## config.mk

```make
export PLATFORM = sky130hd
export DESIGN_NAME = pipe_stage_reg
export DESIGN_NICKNAME = d
export VERILOG_FILES = /design/src/rtl/cpu_pipe_pkg.sv /design/src/rtl/pipe_skid_buf.sv /design/src/rtl/pipe_stage_reg.sv
export SDC_FILE = /design/constraint.sdc
export NUM_CORES = 1
export LEC_CHECK = 0
export BUFFER_PORTS_ARGS = -buffer_cell sky130_fd_sc_hd__buf_2
export CAP_MARGIN = 10
export CORE_UTILIZATION = 35
export CTS_BUF_LIST = sky130_fd_sc_hd__clkbuf_8 sky130_fd_sc_hd__clkbuf_16
export DETAILED_ROUTE_END_ITERATION = 8
export HOLD_SLACK_MARGIN = 0.12
export MAX_ROUTING_LAYER = met4
export PLACE_DENSITY = 0.64
export SLEW_MARGIN = 5
export SYNTH_ARGS = -nofsm -noshare
export SYNTH_HDL_FRONTEND = slang
export SYNTH_SLANG_ARGS = --single-unit
```

## constraint.sdc

```tcl
create_clock -name clk -period 2 [get_ports clk]
set_input_delay 0.1 -clock clk [delete_from_list [all_inputs] [get_ports clk]]
set_output_delay 0.1 -clock clk [all_outputs]
set_load 0.01 [all_outputs]
```

## src/rtl/cpu_pipe_pkg.sv

```systemverilog
// Shared pipeline constants: default stage widths, per-boundary payload widths
// and the bit order used when packing killable control bits.
package cpu_pipe_pkg;

    localparam int DEFAULT_DATA_W = 64;
    localparam int DEFAULT_CTRL_W = 8;
    localparam int DEFAULT_CNT_W  = 16;

    // Per-boundary widths; data carries PC plus the operands/immediates live at that point.
    localparam int IFID_CTRL_W  = 1;
    localparam int IFID_DATA_W  = 96;
    localparam int IDEX_CTRL_W  = 8;
    localparam int IDEX_DATA_W  = 256;
    localparam int EXMEM_CTRL_W = 5;
    localparam int EXMEM_DATA_W = 197;
    localparam int MEMWB_CTRL_W = 2;
    localparam int MEMWB_DATA_W = 133;

    // Packing order of control bits, MSB first; reg_write sits in bit 0.
    typedef struct packed {
        logic       branch;
        logic [1:0] alu_op;
        logic       alu_src;
        logic       mem_to_reg;
        logic       mem_write;
        logic       mem_read;
        logic       reg_write;
    } ctrl_t;

    localparam int CTRL_REG_WRITE  = 0;
    localparam int CTRL_MEM_READ   = 1;
    localparam int CTRL_MEM_WRITE  = 2;
    localparam int CTRL_MEM_TO_REG = 3;
    localparam int CTRL_ALU_SRC    = 4;
    localparam int CTRL_ALU_OP_LSB = 5;
    localparam int CTRL_BRANCH     = 7;

endpackage

```

## src/rtl/pipe_skid_buf.sv

```systemverilog
// Second (skid) entry of a pipeline stage: catches one item while the main
// register is stalled, so the upstream ready can be registered.
module pipe_skid_buf
    import cpu_pipe_pkg::*;
#(
    parameter int DATA_W = DEFAULT_DATA_W,
    parameter int CTRL_W = DEFAULT_CTRL_W
) (
    input  logic              clk,
    input  logic              rst_n,
    input  logic              flush_i,
    input  logic              push_i,
    input  logic              pop_i,
    input  logic [CTRL_W-1:0] ctrl_i,
    input  logic [DATA_W-1:0] data_i,
    output logic              valid_o,
    output logic [CTRL_W-1:0] ctrl_o,
    output logic [DATA_W-1:0] data_o
);

    logic              valid_q, valid_d;
    logic [CTRL_W-1:0] ctrl_q, ctrl_d;
    logic [DATA_W-1:0] data_q, data_d;

    // Push wins over pop so a simultaneous refill keeps the entry occupied.
    always_comb begin
        valid_d = valid_q;
        ctrl_d  = ctrl_q;
        data_d  = data_q;
        if (flush_i) begin
            valid_d = 1'b0;
            ctrl_d  = '0;
        end else if (push_i) begin
            valid_d = 1'b1;
            ctrl_d  = ctrl_i;
            data_d  = data_i;
        end else if (pop_i) begin
            valid_d = 1'b0;
            ctrl_d  = '0;
        end
    end

    always_ff @(posedge clk or negedge rst_n) begin
        if (!rst_n) begin
            valid_q <= 1'b0;
            ctrl_q  <= '0;
            data_q  <= '0;
        end else begin
            valid_q <= valid_d;
            ctrl_q  <= ctrl_d;
            data_q  <= data_d;
        end
    end

    assign valid_o = valid_q;
    assign ctrl_o  = ctrl_q;
    assign data_o  = data_q;

endmodule

```

## src/rtl/pipe_stage_reg.sv

```systemverilog
// Reusable handshaked pipeline stage register with killable control, flush and
// a bubble counter. Define PIPE_STAGE_SKID_EN to add a skid entry (registered in_ready).
module pipe_stage_reg
    import cpu_pipe_pkg::*;
#(
    parameter int DATA_W = DEFAULT_DATA_W,
    parameter int CTRL_W = DEFAULT_CTRL_W,
    parameter int CNT_W  = DEFAULT_CNT_W
) (
    input  logic              clk,
    input  logic              rst_n,
    input  logic              flush,
    input  logic              in_valid,
    output logic              in_ready,
    input  logic [CTRL_W-1:0] in_ctrl,
    input  logic [DATA_W-1:0] in_data,
    output logic              out_valid,
    input  logic              out_ready,
    output logic [CTRL_W-1:0] out_ctrl,
    output logic [DATA_W-1:0] out_data,
    output logic              out_flushed,
    output logic [1:0]        occupancy,
    output logic [CNT_W-1:0]  bubble_cnt
);

    // Handshake: an item moves on a rising edge where valid & ready are both high
    // on that side; valid never depends on ready, and flush vetoes the input transfer.
    logic              main_valid_q, main_valid_d;
    logic [CTRL_W-1:0] main_ctrl_q, main_ctrl_d;
    logic [DATA_W-1:0] main_data_q, main_data_d;
    logic              flushed_q, flushed_d;
    logic [CNT_W-1:0]  bubble_cnt_q, bubble_cnt_d;

    logic              accept;
    logic              advance;
    logic              skid_valid;
    logic              load_valid;
    logic [CTRL_W-1:0] load_ctrl;
    logic [DATA_W-1:0] load_data;

    assign accept  = in_valid & in_ready & ~flush;
    assign advance = ~main_valid_q | out_ready;

`ifdef PIPE_STAGE_SKID_EN
    logic [CTRL_W-1:0] skid_ctrl;
    logic [DATA_W-1:0] skid_data;
    logic              skid_push;
    logic              skid_pop;

    assign in_ready  = ~skid_valid;
    assign skid_push = accept & main_valid_q & ~out_ready;
    assign skid_pop  = skid_valid & advance;

    pipe_skid_buf #(
        .DATA_W(DATA_W),
        .CTRL_W(CTRL_W)
    ) u_skid (
        .clk     (clk),
        .rst_n   (rst_n),
        .flush_i (flush),
        .push_i  (skid_push),
        .pop_i   (skid_pop),
        .ctrl_i  (in_ctrl),
        .data_i  (in_data),
        .valid_o (skid_valid),
        .ctrl_o  (skid_ctrl),
        .data_o  (skid_data)
    );

    // The skid entry is older than anything on the input, so it refills main first.
    always_comb begin
        load_valid = accept;
        load_ctrl  = in_ctrl;
        load_data  = in_data;
        if (skid_valid) begin
            load_valid = 1'b1;
            load_ctrl  = skid_ctrl;
            load_data  = skid_data;
        end
    end
`else
    assign skid_valid = 1'b0;
    assign in_ready   = ~main_valid_q | out_ready;
    assign load_valid = accept;
    assign load_ctrl  = in_ctrl;
    assign load_data  = in_data;
`endif

    always_comb begin
        main_valid_d = main_valid_q;
        main_ctrl_d  = main_ctrl_q;
        main_data_d  = main_data_q;
        flushed_d    = flushed_q;
        bubble_cnt_d = bubble_cnt_q;
        if (out_ready && !main_valid_q && bubble_cnt_q != {CNT_W{1'b1}}) begin
            bubble_cnt_d = bubble_cnt_q + CNT_W'(1);
        end
        if (flush) begin
            main_valid_d = 1'b0;
            main_ctrl_d  = '0;
            flushed_d    = 1'b1;
        end else if (advance) begin
            main_valid_d = load_valid;
            if (load_valid) begin
                main_ctrl_d = load_ctrl;
                main_data_d = load_data;
                flushed_d   = 1'b0;
            end else begin
                main_ctrl_d = '0;
            end
        end
    end

    always_ff @(posedge clk or negedge rst_n) begin
        if (!rst_n) begin
            main_valid_q <= 1'b0;
            main_ctrl_q  <= '0;
            main_data_q  <= '0;
            flushed_q    <= 1'b0;
            bubble_cnt_q <= '0;
        end else begin
            main_valid_q <= main_valid_d;
            main_ctrl_q  <= main_ctrl_d;
            main_data_q  <= main_data_d;
            flushed_q    <= flushed_d;
            bubble_cnt_q <= bubble_cnt_d;
        end
    end

    assign out_valid   = main_valid_q;
    assign out_ctrl    = main_ctrl_q & {CTRL_W{main_valid_q}};
    assign out_data    = main_data_q;
    assign out_flushed = flushed_q;
    assign occupancy   = {1'b0, main_valid_q} + {1'b0, skid_valid};
    assign bubble_cnt  = bubble_cnt_q;

endmodule

```

==> out/metrics.cfg <==
[status]
outcome=finished, final reports clean

[global_routing]
global_route.usage.total=0.180
antenna_found_initial=0
first_pass_grt_wire_length_um=14700
vias_in_the_first_global_route=2912
grt_remaining_overflow=0
maximum_number_of_pins_on_one_net_before_global_route_repair=75

[route]
drc=0
num_vias=2858
vias_per_cell=4.57
post_drt_wl_per_cell_um=14.4
detail-route-antenna-nets=0
drt-pass1-iter-count=4
drt-initial-drc-count=99
wl_um=8990

[floorplan]
fp.dieW_um=104
initial_core_util=0.366
die_height_um=104
io-pin-count=170
core.rowCount=36
die_area_mm2=0.0107
coreArea_mm2=0.00986

[pwr]
powerDensity_mw_per_mm2=874
cellLeakagePower_nw=2.66
vdd_drop_max_uv=536

[logic_synthesis]
synth_top_flop_cell=dfrtp_1
netlist-cell-type-count=36
synth_edf_count=0
syn_area_per_cell_um2=14.8
cell_count_after_synthesis=244
postSynth.asyncResetShare=1.00
synthesis_warnings=0
synth_sequential_area_ratio=0.624
synth.cell_area_mm2=0.00361
synth.net_count=322
area_contributors_post_synth=dfrtp_1 62%, mux2_2 21%, a22o_1 1.9%, xnor2_1 1.7%, and2_1 1.6%
synth_seq_cells=90
netlist.top_cell.by_area=dfrtp_1
synthMostInstantiatedCell=dfrtp_1
synth_largest_type_area_fraction=0.624
synthTopCellsByCount=90 x dfrtp_1, 66 x mux2_2, 9 x and2_1

[worst_setup_path]
reg2reg_slack_ps=230
worst_setup_path_end_kind=flop
worst-endpoint-arrival_ps=2010
critical_path.startpoint_type=flop
timing.critical_path.cells=nand2b_1 -> and3b_2 -> buf_12 -> mux2_2
crit_path_max_fanout=74
worst-setup-path-type=reg -> reg
critPathRequiredTime_ps=2240
crit_path_top_delay_cell=dfrtp_1
critical-path-max-stage-delay_ps=510

[sta]
min_period_over_period=0.887
rsz_0062_raised_after_global_routing=false
worst_pin_slew_ps=563
max-slew-margin-rel=0.623
timing.hold.ws_ps=201
fin_worst_skew_ps=5.84
timing.final.crit_period_ps=1770
number_of_hold_violations_in_the_final_report=0
max_clock_freq_ghz=0.564
totalNegativeSetupSlack_ps=0
timing.final.max_slew_violations=0
setup_viol=0
layout_setup_ws_ps=227

[clocking]
clock_latency_ps=360
cts-root-to-sink-buffers=2
cts_tree=built
cts-buffers-inserted=9
clk_pin_slew_ps=90
cts_root_buffer=clkbuf_8
cts_setup_buffers=0
hold_buffers=74
htreeDepth=3
post_cts.resized_instances=0
clock_sinks=90

[finish]
area_growth_pct=54.0
share_of_final_layout_standard_cells_stronger_than_drive_strength_1=0.527
design.final.nets=566
num_antenna_cells=0
layoutNonFillerInstCount=626

[job]
max_cap_viol_count=0

[min_path]
worst_hold_path_type=in -> reg

[placement]
detailed_place_hpwl_um=5690
post-place-ws_ps=237
io_buffers=168
placedCellCount=536
place_congestion=0.735

## routing by layer
layer  up-vias  routed length, um  part of all wire  GRT usage
met3         7                550             0.061     0.0485
met1      1395               3720              0.41      0.201
met2       103               4620              0.51      0.307
met4         0                104             0.012     0.0652
li1       1353                  -                 -          -
met5         -                  0                 0          -
## kinds of logic (layout without fill, tap and decap cells)
kind of cell,Yosys count,in the layout,share of synthesized area
muxes,66,66,0.206
DFF,90,90,0.624
other,1,1,0.00104
AOI/OAI and AO/OA,13,13,0.0277
xor gates and xnor gates,12,12,0.0291
adders and majority gates,1,1,0.00347
buffers and inverters,13,262,0.0222
and+or+nand+nor,48,48,0.0863
## critical path, delay by kind of cell (launching register included)
kind,cells,cell delay (ps)
flip-flops,1,510
buffers and inverters,1,320
multiplexers,1,390
AND/OR/NAND/NOR,2,390
## worst paths after layout
check	from	end	cells after the start
max in group asynchronous	rst_n	out_data[52]	3
worst max-delay path	out_valid	out_data[34]	4
min in group asynchronous	rst_n	out_data[41]	2
worst min-delay path	out_ready	bubble_cnt[3]	4
worst min register to register	out_data[49]	out_data[49]	1
worst max register to register	out_valid	out_data[34]	4
## flip-flops by register name (all words and copies together) (netlist names)
signal,flops
out_data,64
bubble_cnt,16
main_ctrl_q,8
out_flushed,1
out_valid,1
## cell type report
| type | count | area [um^2] |
|---|---|---|
| clock buffers | 10 | 138 |
| clock inverters | 6 | 90.1 |
| fillers | 817 | 4310 |
| inverters | 2 | 7.51 |
| multi-input cells | 141 | 1280 |
| flip-flops and latches | 90 | 2250 |
| well taps | 133 | 166 |
| repair buffers | 244 | 1620 |
## stage by stage
step,utilization,instance area (um^2),power [W]
floorplan,-,3610,0.00289
global placement,0.465,4590,0.00336
detailed placement,0.465,4590,0.00339
CTS,0.563,5560,0.00491
global route,0.563,5560,0.00511
finish,0.563,5560,0.00485
## report_power, final
| group | total, W | internal, W | switching [W] |
|---|---|---|---|
| Sequential | 0.00232 | 0.00212 | 0.000201 |
| Clock | 0.00138 | 0.000737 | 0.000644 |
| Combinational | 0.00115 | 0.000619 | 0.000532 |
## layout by cell type, fill, tap and decap left out, types with 2 or more instances in the layout
| master | Yosys | layout |
|---|---|---|
| a22o_1 | 8 | 8 |
| and2_1 | 9 | 9 |
| and3_1 | 2 | 2 |
| buf_12 | 0 | 2 |
| buf_2 | 3 | 167 |
| bufinv_16 | 0 | 2 |
| clkbuf_8 | 0 | 10 |
| clkinvlp_4 | 0 | 4 |
| dfrtp_1 | 90 | 90 |
| dlygate4sd3_1 | 0 | 74 |
| inv_1 | 2 | 2 |
| mux2_2 | 66 | 66 |
| nand2_1 | 4 | 4 |
| nand3_1 | 5 | 5 |
| nand4_1 | 3 | 3 |
| nand4b_1 | 2 | 2 |
| nor2_1 | 6 | 6 |
| nor3_1 | 4 | 4 |
| o21ai_0 | 2 | 2 |
| xnor2_1 | 7 | 7 |
| xor2_1 | 5 | 5 |
Note: power is estimated with default switching activity, not from simulation.
